[config.mk]
export PLATFORM = sky130hd
export DESIGN_NAME = usb_rx_data_buffer
export DESIGN_NICKNAME = d
export VERILOG_FILES = /design/src/rtl/usb_rx_data_buffer.sv
export SDC_FILE = /design/constraint.sdc
export NUM_CORES = 2
export LEC_CHECK = 0
export ABC_AREA = 1
export CELL_PAD_IN_SITES_DETAIL_PLACEMENT = 0
export CELL_PAD_IN_SITES_GLOBAL_PLACEMENT = 1
export CORE_UTILIZATION = 52
export CTS_CLUSTER_SIZE = 25
export DETAILED_ROUTE_END_ITERATION = 12
export PLACE_DENSITY_LB_ADDON = 0.2
export SYNTH_ARGS = -nofsm -noshare
export SYNTH_HDL_FRONTEND = slang
export SYNTH_SLANG_ARGS = --single-unit
export TNS_END_PERCENT = 30
[constraint.sdc]
create_clock -name clock -period 7.25 [get_ports clock]
set_clock_uncertainty 0.15 [all_clocks]
set_input_delay 1.0875 -clock clock [delete_from_list [all_inputs] [get_ports clock]]
set_output_delay 1.0875 -clock clock [all_outputs]
set_load 0.05 [all_outputs]
[src/rtl/usb_rx_data_buffer.sv]
// rtl/usb_rx_data_buffer.sv - USB receive payload buffer with toggle tracking, commit/rollback and ACK/NAK request
// Build option: define USB_RXBUF_STATS_EN to add saturating ACK/NAK/error counters.
module usb_rx_data_buffer #(
    parameter int MAX_PACKET = 64,
    parameter int ADDR_WIDTH = 7
) (
    input  logic                  clock,
    input  logic                  reset_n,
    input  logic                  tog_clr_i,
    input  logic                  out_recv_i,
    input  logic [1:0]            out_type_i,
    input  logic                  out_tvalid_i,
    output logic                  out_tready_o,
    input  logic                  out_tlast_i,
    input  logic [7:0]            out_tdata_i,
    input  logic                  crc_err_i,
    output logic                  hsk_send_o,
    output logic [1:0]            hsk_type_o,
    input  logic                  hsk_done_i,
    output logic                  m_tvalid_o,
    input  logic                  m_tready_i,
    output logic                  m_tlast_o,
    output logic [7:0]            m_tdata_o,
    output logic [ADDR_WIDTH:0]   level_o,
    output logic                  ovf_o
`ifdef USB_RXBUF_STATS_EN
    ,
    output logic [7:0]            stat_ack_o,
    output logic [7:0]            stat_nak_o,
    output logic [7:0]            stat_err_o
`endif
);

    localparam int                  CW          = $clog2(MAX_PACKET + 1);
    localparam int                  DEPTH_N     = 1 << ADDR_WIDTH;
    localparam logic [ADDR_WIDTH:0] DEPTH       = {1'b1, {ADDR_WIDTH{1'b0}}};
    localparam logic [ADDR_WIDTH:0] MAX_ENTRIES = (ADDR_WIDTH + 1)'(MAX_PACKET);
    localparam logic [CW-1:0]       MAX_CNT     = CW'(MAX_PACKET);
    localparam logic [1:0]          PID_DATA0   = 2'b00;
    localparam logic [1:0]          PID_DATA1   = 2'b10;
    localparam logic [1:0]          HSK_ACK     = 2'b00;
    localparam logic [1:0]          HSK_NAK     = 2'b10;

    typedef enum logic [2:0] {
        S_IDLE, S_RECV, S_CHECK, S_DROP, S_DROP_SILENT, S_HSK
    } state_t;

    state_t              state;
    logic [8:0]          mem [0:DEPTH_N-1];
    logic [ADDR_WIDTH:0] wr_ptr, wr_commit, rd_ptr;
    logic [ADDR_WIDTH:0] used, free;
    logic [CW-1:0]       byte_cnt;
    logic [1:0]          pid;
    logic                crc_seen, exp_tog;
    logic                start, room, crc_now, pid_bad, pid_match;
    logic                byte_take, overflow, mem_we, pop;
    logic [8:0]          rd_entry;

    assign used      = wr_commit - rd_ptr;
    assign free      = DEPTH - used;
    assign room      = free >= MAX_ENTRIES;
    assign start     = out_recv_i && (state == S_IDLE || state == S_RECV);
    assign crc_now   = crc_seen | crc_err_i;
    assign pid_bad   = (pid != PID_DATA0) && (pid != PID_DATA1);
    assign pid_match = pid == {exp_tog, 1'b0};
    assign byte_take = (state == S_RECV) && !out_recv_i && out_tvalid_i;
    assign overflow  = byte_take && (byte_cnt == MAX_CNT);
    assign mem_we    = byte_take && !overflow;
    assign pop       = m_tvalid_o && m_tready_i;

    assign out_tready_o = state inside {S_RECV, S_DROP, S_DROP_SILENT};
    // Only committed entries are readable; speculative writes sit beyond wr_commit.
    assign m_tvalid_o   = rd_ptr != wr_commit;
    assign rd_entry     = mem[rd_ptr[ADDR_WIDTH-1:0]];
    assign m_tdata_o    = rd_entry[7:0];
    assign m_tlast_o    = rd_entry[8];

    always_ff @(posedge clock or negedge reset_n) begin
        if (!reset_n) begin
            for (int i = 0; i < DEPTH_N; i++) mem[i] <= '0;
        end else if (mem_we) begin
            mem[wr_ptr[ADDR_WIDTH-1:0]] <= {out_tlast_i, out_tdata_i};
        end
    end

    always_ff @(posedge clock or negedge reset_n) begin
        if (!reset_n) begin
            state      <= S_IDLE;
            wr_ptr     <= '0;
            wr_commit  <= '0;
            rd_ptr     <= '0;
            byte_cnt   <= '0;
            pid        <= '0;
            crc_seen   <= 1'b0;
            exp_tog    <= 1'b0;
            hsk_send_o <= 1'b0;
            hsk_type_o <= '0;
            ovf_o      <= 1'b0;
            level_o    <= '0;
        end else begin
            ovf_o    <= 1'b0;
            level_o  <= used;
            crc_seen <= crc_now;
            if (pop) rd_ptr <= rd_ptr + 1'b1;
            // A new packet start also truncates one still in RECV.
            if (start) begin
                pid      <= out_type_i;
                crc_seen <= crc_err_i;
                byte_cnt <= '0;
                wr_ptr   <= wr_commit;
                state    <= room ? S_RECV : S_DROP;
            end else begin
                case (state)
                    S_RECV: begin
                        if (overflow) begin
                            ovf_o  <= 1'b1;
                            wr_ptr <= wr_commit;
                            state  <= out_tlast_i ? S_IDLE : S_DROP_SILENT;
                        end else begin
                            if (mem_we) begin
                                wr_ptr   <= wr_ptr + 1'b1;
                                byte_cnt <= byte_cnt + 1'b1;
                            end
                            if (out_tlast_i) state <= S_CHECK;
                        end
                    end
                    S_CHECK: begin
                        if (crc_now || pid_bad) begin
                            wr_ptr <= wr_commit;
                            state  <= S_IDLE;
                        end else begin
                            hsk_send_o <= 1'b1;
                            hsk_type_o <= HSK_ACK;
                            state      <= S_HSK;
                            if (pid_match) begin
                                wr_commit <= wr_ptr;
                                exp_tog   <= ~exp_tog;
                            end else begin
                                wr_ptr <= wr_commit;
                            end
                        end
                    end
                    S_DROP: begin
                        if (out_tlast_i) begin
                            hsk_send_o <= 1'b1;
                            hsk_type_o <= HSK_NAK;
                            state      <= S_HSK;
                        end
                    end
                    S_DROP_SILENT: begin
                        if (out_tlast_i) state <= S_IDLE;
                    end
                    S_HSK: begin
                        if (hsk_done_i) begin
                            hsk_send_o <= 1'b0;
                            state      <= S_IDLE;
                        end
                    end
                    default: state <= S_IDLE;
                endcase
            end
            // SETUP forces DATA0 even over a flip in the same cycle.
            if (tog_clr_i) exp_tog <= 1'b0;
        end
    end

`ifdef USB_RXBUF_STATS_EN
    logic ack_req, nak_req, err_evt;

    assign ack_req = (state == S_CHECK) && !crc_now && !pid_bad;
    assign nak_req = (state == S_DROP) && !out_recv_i && out_tlast_i;
    assign err_evt = ((state == S_CHECK) && (crc_now || pid_bad)) || overflow;

    always_ff @(posedge clock or negedge reset_n) begin
        if (!reset_n) begin
            stat_ack_o <= '0;
            stat_nak_o <= '0;
            stat_err_o <= '0;
        end else begin
            if (ack_req && stat_ack_o != 8'hFF) stat_ack_o <= stat_ack_o + 1'b1;
            if (nak_req && stat_nak_o != 8'hFF) stat_nak_o <= stat_nak_o + 1'b1;
            if (err_evt && stat_err_o != 8'hFF) stat_err_o <= stat_err_o + 1'b1;
        end
    end
`endif

endmodule
==> impl_metrics.toml <==
[status]
status = "complete, no violations"

[cts]
cts_resized = 0
clk_latency_ps = 750
cts_sinks = 1201
cts_hold_buf = 0
clockRootBuffer = "clkbuf_16"
cts_setup_buffers = 0
ctsHtreeMaxLevel = 4
cts_tree = "built"
clock_path_buffers = 3
clkTransAtPathRegs_ps = 60
cts_buffers = 138

[grt]
grt_pass1_vias = 46200
grt_max_degree = 184
grt_pass1_wl_mm = 279
grtUsageTotal = 0.319
antenna_found_initial = 3
gr-total-overflow = 0

[critical_path]
crit_buf_inv = 3
crit_type = "reg2out"
reg2reg_from = "wr_ptr[0]$_DFFE_PN0P_"
cp_data_required_time_ps = 6010
path_depth = 13
cp_cell_sequence = "inv_8, buf_4, nand2_1, nand2_1, nand2_1, nand3_1, nand3_1, nand2_1, nor2_1, nor2_1, nor2_1, nor2_1, clkdlybuf4s50_1"
worstPathMaxFanout = 128
crit_start = "rd_ptr[0]$_DFFE_PN0P_"
start_kind = "register"
crit_end = "m_tdata_o[5]"
critPathCaptureType = "output port"
reg2reg_to = "mem[972]$_DFFE_PN0P_"
arrival_ps = 4960
rrSetupSlack_ps = 3400
crit_slowest_cell = "clkdlybuf4s50_1"
worst_r2r_path_depth = 7
cp_slowest_stage_delay_ps = 860
crit_family = "buffers and inverters"

[synth]
yosys.area.top_type = "dfrtp_1"
yosys.cell_types.count = 41
synth_commonest_cells = "nand2_1, dfrtp_1, o21ai_0, nand3_1, inv_1"
yosysTopAreaCellShare = 0.518
yosysMostFrequentCell = "nand2_1"
synthTopCellsByArea = "dfrtp_1, nand2_1, o21ai_0, nand3_1, o21ai_1"
synth-seq-area-share = 0.518
async_flop_share = 1.00
synth_edf_count = 0
synth_fp_nets = 7493
netlist_instances = 7462
ys_ff_latch = 1201
ys.flop_type = "dfrtp_1"
yosys_warnings = 0
synth.avg_cell_area_um2 = 7.78
synth_area_mm2 = 0.0580

[timing]
setup_viol = 0
setup_tns_ps = 0
worstMarginPinSlew_ps = 1150
slew_headroom = 0.227
fmax_mhz = 161
min_period_ps = 6200
rsz0062_at_grt = "no"
hold_viol = 0
drv_slew = 0
period_share = 0.855

[detailed_routing]
drt_pass1_iterations = 5
wire_per_inst_um = 20.2
routed_wirelength_mm = 177
vias = 49000
drt_iter0_drc = 4650
final_antenna_net_count = 0
drc = 0
via_per_inst = 5.58

[floorplanning]
fp.coreArea_mm2 = 0.111
die_y_um = 336
rows = 122
initial_core_util = 0.524
io_pins = 42
die-width_um = 336
dieArea_mm2 = 0.113

[placed_design]
place_inst = 8535
dpl_cell_area_mm2 = 0.0587
place_congestion = 0.878
post-dp-hpwl_mm = 102
port_buffers = 40

[layout]
final_cells = 8786
design_area_mm2 = 0.0634
multi_input_area_mm2 = 0.0237
final_layout_size_suffix_gt1_frac = 0.0683
syn2layout_area_growth_pct = 9.17
regArea_mm2 = 0.0301
layout.nets = 7218
fillers = 10500

[job]
drv_cap = 0

[power]
power_leakage_nw = 30.2
ir_drop_mv = 0.312
power_density_mw_per_mm2 = 378

[worst_hold_path]
hp-class = "in2async"
-- state kept, by name (all words and copies together), names as in the netlist, 2 cells and up --
signal and cells:
pid 2, byte_cnt 7, mem 1152, level_o 8
state 3, wr_ptr 8, rd_ptr 8, wr_commit 8
-- cells by family after synthesis --
group           after synthesis  synth area share
fa+ha+maj                    12           0.00272
buf+inv                    1034            0.0746
xor+xnor                     13           0.00196
simple gates               3745             0.272
compound gates             1456             0.131
other cells                   1         0.0000646
flops                      1201             0.518
-- power by group --
| part | switching (W) | internal [W] |
|---|---|---|
| Sequential | 0.000544 | 0.00736 |
| Combinational | 0.00654 | 0.00241 |
| Clock | 0.00283 | 0.00429 |
-- layer usage --
metal  global-route usage  share of wire  up-vias
li1                     -              -    23400
met1                0.458           0.45    23800
met2                0.500           0.46     1527
met3               0.0491          0.064      283
met4               0.0961          0.027        4
met5                    0        0.00015        -
-- stage by stage --
stage                      util  hold WS [ps]  power, W  setup WS (ps)
after floorplan               -           295    0.0135           3480
after global placement    0.531           308    0.0168           1890
after detailed placement  0.531           313    0.0168           1900
after CTS                 0.573           217    0.0240           1100
after global routing      0.573           225    0.0252            816
final                     0.573           219    0.0240           1050
-- worst min-delay path by stage --
stage,end,from,slack (ps)
global placement,mem[847]$_DFFE_PN0P_,mem[847]$_DFFE_PN0P_,310
global route,mem[48]$_DFFE_PN0P_,reset_n,230
CTS,mem[49]$_DFFE_PN0P_,reset_n,220
floorplan,mem[1037]$_DFFE_PN0P_,mem[1037]$_DFFE_PN0P_,300
finish,mem[49]$_DFFE_PN0P_,reset_n,220
detailed placement,mem[847]$_DFFE_PN0P_,mem[847]$_DFFE_PN0P_,310
-- cells in the final DEF (no fill, tap or decap), types with 20 or more instances in the layout --
cell type	synthesis	routed
o21ai_1	419	419
clkbuf_8	0	28
buf_4	1	56
nand2_1	2520	2520
nand2_4	51	51
nor2_1	414	412
clkbuf_16	0	144
dfrtp_1	1201	1197
inv_1	500	488
nand2_2	33	33
or2_2	36	36
nand4_1	21	21
a21oi_1	22	22
o21ai_2	31	31
o21ai_0	897	897
clkdlybuf4s50_1	0	35
buf_12	0	20
nand3_1	616	616
clkbuf_1	408	42
o211ai_1	76	76
-- cell type report --
type                            count  share of cell area
Clock inverter                     35             0.00739
Inverter                          508              0.0311
Sequential cell                  1201               0.474
Timing Repair Buffer              111              0.0185
Clock buffer                      214              0.0654
Tap cell                         1488              0.0294
Antenna cell                        2           0.0000790
Multi-Input combinational cell   5227               0.374
(Power assumes the default switching activity.)
